--- src/rtl/tcdm_mem_adapter_if.sv ---
// rtl/tcdm_mem_adapter_if.sv - request, response and macro-pin bundle of the tcdm_mem_adapter
interface tcdm_mem_adapter_if #(
    parameter int ADDR_WIDTH = 10,
    parameter int DATA_WIDTH = 32,
    parameter int BE_WIDTH   = DATA_WIDTH / 8,
    parameter int ID_WIDTH   = 4
);
    logic                  req_i;
    logic                  gnt_o;
    logic                  we_i;
    logic [ADDR_WIDTH-1:0] addr_i;
    logic [DATA_WIDTH-1:0] wdata_i;
    logic [BE_WIDTH-1:0]   be_i;
    logic [ID_WIDTH-1:0]   id_i;

    logic                  r_valid_o;
    logic                  r_ready_i;
    logic [DATA_WIDTH-1:0] r_rdata_o;
    logic                  r_we_o;
    logic [ID_WIDTH-1:0]   r_id_o;

    logic                  mem_cen_o;
    logic                  mem_rdwen_o;
    logic [DATA_WIDTH-1:0] mem_bw_o;
    logic [ADDR_WIDTH-1:0] mem_a_o;
    logic [DATA_WIDTH-1:0] mem_d_o;
    logic [DATA_WIDTH-1:0] mem_q_i;

    modport slave (
        input  req_i, we_i, addr_i, wdata_i, be_i, id_i, r_ready_i, mem_q_i,
        output gnt_o, r_valid_o, r_rdata_o, r_we_o, r_id_o,
               mem_cen_o, mem_rdwen_o, mem_bw_o, mem_a_o, mem_d_o
    );

    modport master (
        output req_i, we_i, addr_i, wdata_i, be_i, id_i, r_ready_i, mem_q_i,
        input  gnt_o, r_valid_o, r_rdata_o, r_we_o, r_id_o,
               mem_cen_o, mem_rdwen_o, mem_bw_o, mem_a_o, mem_d_o
    );
endinterface

--- src/rtl/tcdm_mem_adapter.sv ---
// rtl/tcdm_mem_adapter.sv - TCDM req/gnt front-end for a single-port SRAM macro with 2-entry response buffer
module tcdm_mem_adapter #(
    parameter int ADDR_WIDTH = 10,
    parameter int DATA_WIDTH = 32,
    parameter int BE_WIDTH   = DATA_WIDTH / 8,
    parameter int ID_WIDTH   = 4
) (
    input  logic               clk_i,
    input  logic               rst_ni,
    tcdm_mem_adapter_if.slave  bus
);
    typedef struct packed {
        logic [DATA_WIDTH-1:0] rdata;
        logic                  we;
        logic [ID_WIDTH-1:0]   id;
    } rsp_t;

    logic                  s1_valid;
    logic                  s1_we;
    logic [ID_WIDTH-1:0]   s1_id;

    rsp_t                  fifo_q [2];
    logic                  wr_ptr;
    logic                  rd_ptr;
    logic [1:0]            count;

    logic [1:0]            occupancy;
    logic                  gnt;
    logic                  handshake;
    logic                  r_valid;
    logic                  pop;
    logic                  push;
    logic                  pop_fifo;
    rsp_t                  cap_entry;
    rsp_t                  head;
    logic [DATA_WIDTH-1:0] bw_mask;

    // Grant depends only on registered state so req/ready never reach gnt combinationally.
    assign occupancy = count + {1'b0, s1_valid};
    assign gnt       = rst_ni & (occupancy < 2'd2);
    assign handshake = bus.req_i & gnt;

    assign bus.gnt_o       = gnt;
    assign bus.mem_cen_o   = ~handshake;
    assign bus.mem_rdwen_o = ~bus.we_i;
    assign bus.mem_a_o     = bus.addr_i;
    assign bus.mem_d_o     = bus.wdata_i;

    always_comb begin
        bw_mask = '0;
        for (int k = 0; k < BE_WIDTH; k++) begin
            bw_mask[8*k +: 8] = {8{bus.be_i[k] & bus.we_i}};
        end
    end
    assign bus.mem_bw_o = bw_mask;

    // Macro Q is only trusted in the cycle right after the read access.
    always_comb begin
        cap_entry.rdata = s1_we ? '0 : bus.mem_q_i;
        cap_entry.we    = s1_we;
        cap_entry.id    = s1_id;
    end

    always_comb begin
        head = '0;
        if (count != 2'd0) begin
            head = fifo_q[rd_ptr];
        end else if (s1_valid) begin
            head = cap_entry;
        end
    end

    assign r_valid       = (count != 2'd0) | s1_valid;
    assign bus.r_valid_o = r_valid;
    assign bus.r_rdata_o = head.rdata;
    assign bus.r_we_o    = head.we;
    assign bus.r_id_o    = head.id;

    assign pop      = r_valid & bus.r_ready_i;
    assign push     = s1_valid & ~((count == 2'd0) & pop);
    assign pop_fifo = pop & (count != 2'd0);

    always_ff @(posedge clk_i or negedge rst_ni) begin
        if (!rst_ni) begin
            s1_valid <= 1'b0;
            s1_we    <= 1'b0;
            s1_id    <= '0;
        end else begin
            s1_valid <= handshake;
            if (handshake) begin
                s1_we <= bus.we_i;
                s1_id <= bus.id_i;
            end
        end
    end

    always_ff @(posedge clk_i or negedge rst_ni) begin
        if (!rst_ni) begin
            count  <= 2'd0;
            wr_ptr <= 1'b0;
            rd_ptr <= 1'b0;
        end else begin
            if (push) begin
                wr_ptr <= ~wr_ptr;
            end
            if (pop_fifo) begin
                rd_ptr <= ~rd_ptr;
            end
            case ({push, pop_fifo})
                2'b10:   count <= count + 2'd1;
                2'b01:   count <= count - 2'd1;
                default: count <= count;
            endcase
        end
    end

    // Payload storage needs no reset; count gates every read of it.
    always_ff @(posedge clk_i) begin
        if (push) begin
            fifo_q[wr_ptr] <= cap_entry;
        end
    end

    a_no_overflow: assert property (@(posedge clk_i) disable iff (!rst_ni)
        !(push && (count == 2'd2) && !pop_fifo));

endmodule

--- src/flat_wrapper.sv ---
// flat-port wrapper written by rule: the top's interface ports become plain ports
module tcdm_mem_adapter_flat 
#(
    parameter int ADDR_WIDTH = 10,
    parameter int DATA_WIDTH = 32,
    parameter int BE_WIDTH   = DATA_WIDTH / 8,
    parameter int ID_WIDTH   = 4
)
  (clk_i, rst_ni, bus_req_i, bus_we_i, bus_addr_i, bus_wdata_i, bus_be_i, bus_id_i, bus_r_ready_i, bus_mem_q_i, bus_gnt_o, bus_r_valid_o, bus_r_rdata_o, bus_r_we_o, bus_r_id_o, bus_mem_cen_o, bus_mem_rdwen_o, bus_mem_bw_o, bus_mem_a_o, bus_mem_d_o);
  tcdm_mem_adapter_if #(.ADDR_WIDTH(ADDR_WIDTH), .DATA_WIDTH(DATA_WIDTH), .BE_WIDTH(BE_WIDTH), .ID_WIDTH(ID_WIDTH)) bus_i ();
  input  logic clk_i;
  input  logic rst_ni;
  input wire logic [$bits(bus_i.req_i)-1:0] bus_req_i;
  input wire logic [$bits(bus_i.we_i)-1:0] bus_we_i;
  input wire logic [$bits(bus_i.addr_i)-1:0] bus_addr_i;
  input wire logic [$bits(bus_i.wdata_i)-1:0] bus_wdata_i;
  input wire logic [$bits(bus_i.be_i)-1:0] bus_be_i;
  input wire logic [$bits(bus_i.id_i)-1:0] bus_id_i;
  input wire logic [$bits(bus_i.r_ready_i)-1:0] bus_r_ready_i;
  input wire logic [$bits(bus_i.mem_q_i)-1:0] bus_mem_q_i;
  output wire logic [$bits(bus_i.gnt_o)-1:0] bus_gnt_o;
  output wire logic [$bits(bus_i.r_valid_o)-1:0] bus_r_valid_o;
  output wire logic [$bits(bus_i.r_rdata_o)-1:0] bus_r_rdata_o;
  output wire logic [$bits(bus_i.r_we_o)-1:0] bus_r_we_o;
  output wire logic [$bits(bus_i.r_id_o)-1:0] bus_r_id_o;
  output wire logic [$bits(bus_i.mem_cen_o)-1:0] bus_mem_cen_o;
  output wire logic [$bits(bus_i.mem_rdwen_o)-1:0] bus_mem_rdwen_o;
  output wire logic [$bits(bus_i.mem_bw_o)-1:0] bus_mem_bw_o;
  output wire logic [$bits(bus_i.mem_a_o)-1:0] bus_mem_a_o;
  output wire logic [$bits(bus_i.mem_d_o)-1:0] bus_mem_d_o;
  assign bus_i.req_i = bus_req_i;
  assign bus_i.we_i = bus_we_i;
  assign bus_i.addr_i = bus_addr_i;
  assign bus_i.wdata_i = bus_wdata_i;
  assign bus_i.be_i = bus_be_i;
  assign bus_i.id_i = bus_id_i;
  assign bus_i.r_ready_i = bus_r_ready_i;
  assign bus_i.mem_q_i = bus_mem_q_i;
  assign bus_gnt_o = bus_i.gnt_o;
  assign bus_r_valid_o = bus_i.r_valid_o;
  assign bus_r_rdata_o = bus_i.r_rdata_o;
  assign bus_r_we_o = bus_i.r_we_o;
  assign bus_r_id_o = bus_i.r_id_o;
  assign bus_mem_cen_o = bus_i.mem_cen_o;
  assign bus_mem_rdwen_o = bus_i.mem_rdwen_o;
  assign bus_mem_bw_o = bus_i.mem_bw_o;
  assign bus_mem_a_o = bus_i.mem_a_o;
  assign bus_mem_d_o = bus_i.mem_d_o;
  tcdm_mem_adapter #(.ADDR_WIDTH(ADDR_WIDTH), .DATA_WIDTH(DATA_WIDTH), .BE_WIDTH(BE_WIDTH), .ID_WIDTH(ID_WIDTH)) u_core (.clk_i(clk_i), .rst_ni(rst_ni), .bus(bus_i));
endmodule
--- config.mk ---
export PLATFORM = sky130hd
export DESIGN_NAME = tcdm_mem_adapter_flat
export DESIGN_NICKNAME = d
export VERILOG_FILES = /design/src/rtl/tcdm_mem_adapter_if.sv /design/src/rtl/tcdm_mem_adapter.sv /design/src/flat_wrapper.sv
export SDC_FILE = /design/constraint.sdc
export NUM_CORES = 1
export LEC_CHECK = 0
export ABC_AREA = 1
export ABC_CLOCK_PERIOD_IN_PS = 3790
export CELL_PAD_IN_SITES_DETAIL_PLACEMENT = 0
export CELL_PAD_IN_SITES_GLOBAL_PLACEMENT = 1
export CORE_MARGIN = 2
export CORE_UTILIZATION = 30
export CTS_CLUSTER_SIZE = 30
export DETAILED_ROUTE_END_ITERATION = 12
export MAX_ROUTING_LAYER = met4
export PLACE_DENSITY = 0.81
export SLEW_MARGIN = 15
export SYNTH_ARGS = -nofsm -noshare
export SYNTH_HDL_FRONTEND = slang
export SYNTH_SLANG_ARGS = --single-unit
export TNS_END_PERCENT = 100
--- constraint.sdc ---
create_clock -name clk_i -period 3.79 [get_ports clk_i]
set_clock_uncertainty 0.15 [all_clocks]
set_input_delay 0.9475 -clock clk_i [delete_from_list [all_inputs] [get_ports clk_i]]
set_output_delay 0.9475 -clock clk_i [all_outputs]
set_load 0.005 [all_outputs]
==> summary.md <==
| Metric | Value |
|---|---|
| Status | completed |
| Crit-path cells | nor2_4 > nand2_2 > o22ai_1 > clkdlybuf4s50_1 |
| Slew HR | 50.5% |
| Mean Syn Cell Area | 10.3 sq um |
| Routed length per placed instance | 15.0 microns |
| Final Power | 3750 uW |
| Layout cells sized above 1 | 7.16% |
| Hold Crit Class | flip-flop to flip-flop |
| Via/cell ratio | 4.59 |
| CTS Root Cell | clkbuf_16 |
| Starting Density | 30.4% |
| YS warnings | 0 |
| Post-layout util | 38.9% |
| Max-cap violations | 0 |
| Cts hold-fix bufs | 0 |
| Io pins | 202 |
| Die area | 14,900 sq um |
| IO buf count | 117 |
| First-pass GRT wire length | 14,700 microns |
| Clk sinks | 84 |
| Core box area | 13,700 sq um |
| Hold depth | 0 |
| Final GP Congestion | 0.767 |
| Hold path endpoint | u_core.fifo_q[1][4] |
| Post-CTS Setup Inserts | 0 |
| Period minus WS final | 3560 ps |
| DPL Wire Length | 6350 microns |
| Worst Tran Pin Value | 739 ps |
| Vias in the first global route | 2,971 |
| Clock latency on the worst-skew pair | 330 ps |
| Fmax | 281 MHz |
| Synth cell types | 25 |
| Pin count of the biggest net entering global routing | 39 |
| DP Cell Count | 626 |
| Critical path endpoint category | output port |
| Crit Path Class | flip-flop to output port |
| Final setup fails | 0 |
| Num CTS Buffers | 9 |
| Final hold slack | 360 ps |
| Antenna viol nets, final | 0 |
| CP required | 2690 ps |
| Period utilisation layout | 93.9% |
| Starting DRC count in detailed routing | 158 |
| H-tree levels | 3 |
| Worst stage delay on the critical path | 550 ps |
| Pwr per Cell Area | 703 nW/um^2 |
| Max-slew violations | 0 |
| GRT overflow | 0 |
| Non-Filler Instances | 641 |
| Crit start category | flip-flop |
| Vias | 2,943 |
| Syn-to-layout area delta | 28.0% |
| CTS Buffer Depth | 2 |
| Syn nets | 495 |
| Final wirelength | 9590 microns |
| RR Endpoint | u_core.count[1] |
| Setup TNS | 0 ps |
| Nets@finish | 545 |
| Mapped Cells | 407 |
| Reg-to-reg slack, setup | 1880 ps |
| Fin. Hold Viols | 0 |
| CP max FO | 33 |
| Initial DRT Pass Iterations | 4 |
| # resized after CTS | 0 |
| Global-route total usage across every layer | 13.2% |
| Post-synthesis instance area | 4170 sq um |
| Max VDD drop | 0.255 mV |
| CP max stage cell | clkdlybuf4s50_1 |
| Sequential-to-total area share from yosys stat | 59.3% |
| Pleak | 0.00212 uW |
| Yosys reg bits | 84 |
| Crit path DAT | 2460 ps |
| Core Rows | 43 |
| Worst r2r path cells | 7 |
| Ant. Diodes | 0 |
| Initial antenna violation count | 0 |
| RSZ-0062 raised after global routing | no |
| Die H | 122 microns |
| Reg2Reg Launch Point | u_core.count[0] |
| DRC | 0 |
| Hold_sp | u_core.s1_we |
| Die Wd | 122 microns |
| CTS clk-pin slew, worst paths | 60 ps |
| CTS tree | done |
## sequential cells by signal, indices dropped and copies added (netlist names)
signal	cells
u_core.wr_ptr	1
u_core.fifo_q	74
u_core.s1_id	4
u_core.s1_valid	1
u_core.count	2
u_core.s1_we	1
u_core.rd_ptr	1
## kinds of logic (layout without fill, tap and decap cells)
kind of cell    after synthesis  in the layout  share of synthesized area [%]
xor+xnor                      3              3                          0.630
compound gates               77             77                           10.3
fa+ha+maj                     1              1                          0.300
flops                        84             84                           59.3
buf+inv                     135            189                           18.8
simple gates                107            107                           10.7
## synth_stat cells, drive strengths merged
cell type	instances	share of area, %
ha	1	0.30
clkbuf	3	0.27
o21ai	41	4.9
edfxtp	74	53
nand2	52	4.7
nand4	6	1.0
dfrtp	10	6.0
inv	48	4.3
or2	1	0.15
o22ai	33	4.9
nand3	5	0.72
buf	84	14
xor2	2	0.42
a21oi	3	0.45
nor2	43	4.0
xnor2	1	0.21
## critical path: cells and delay by family (launching register included)
kind | cells | cell delay [ps]
and+or+nand+nor | 2 | 690
buffers and inverters | 1 | 550
DFF | 1 | 470
AOI/OAI and AO/OA | 1 | 410
## metrics by stage
step | setup WS, ps | instance area [sq um]
final | 230 | 5340
after global routing | 55.9 | 5340
after CTS | 209 | 5340
after detailed placement | 290 | 5060
after global placement | 337 | 5060
after floorplan | 418 | 4170
## final cells by class
class,instances,area (sq um)
multi-input combinational,188,931
timing repair buffer,126,1250
clock buffer,9,225
inverter,48,180
fill,1323,8380
clock inverter,6,56.3
tap,180,225
sequential,84,2470
## cell usage in the layout, fill, tap and decap left out, drive strengths merged
| cell type | count |
|---|---|
| a21oi | 3 |
| buf | 9 |
| bufinv | 1 |
| clkbuf | 9 |
| clkdlybuf4s50 | 117 |
| clkinv | 4 |
| clkinvlp | 1 |
| dfrtp | 10 |
| edfxtp | 74 |
| ha | 1 |
| inv | 48 |
| nand2 | 52 |
| nand3 | 5 |
| nand4 | 6 |
| nor2 | 43 |
| o21ai | 41 |
| o22ai | 33 |
| or2 | 1 |
| xnor2 | 1 |
| xor2 | 2 |
## power by group
group          internal, uW  total (uW)  switching, uW
registers              1230        1310           82.6
clock network           500         832            331
logic                   784        1610            831
## how the worst max path moves through the flow
stage	from	end	slack, ps	cells past startpoint
floorplan	bus_r_ready_i	u_core.fifo_q[1][0]	420	3
global placement	rst_ni	bus_gnt_o	340	6
detailed placement	rst_ni	bus_gnt_o	290	6
CTS	u_core.count[0]	bus_r_we_o	210	4
global route	u_core.count[0]	bus_r_rdata_o[5]	60	4
finish	u_core.count[0]	bus_r_we_o	230	4
## layer usage
layer,up-vias,part of all wire (%),GRT usage [%]
li1,1401,-,-
met3,28,7.8,3.04
met5,-,0,-
met2,121,47,20.7
met4,0,2.3,6.18
met1,1393,43,16.1
Power figures use the tool's default switching activity.
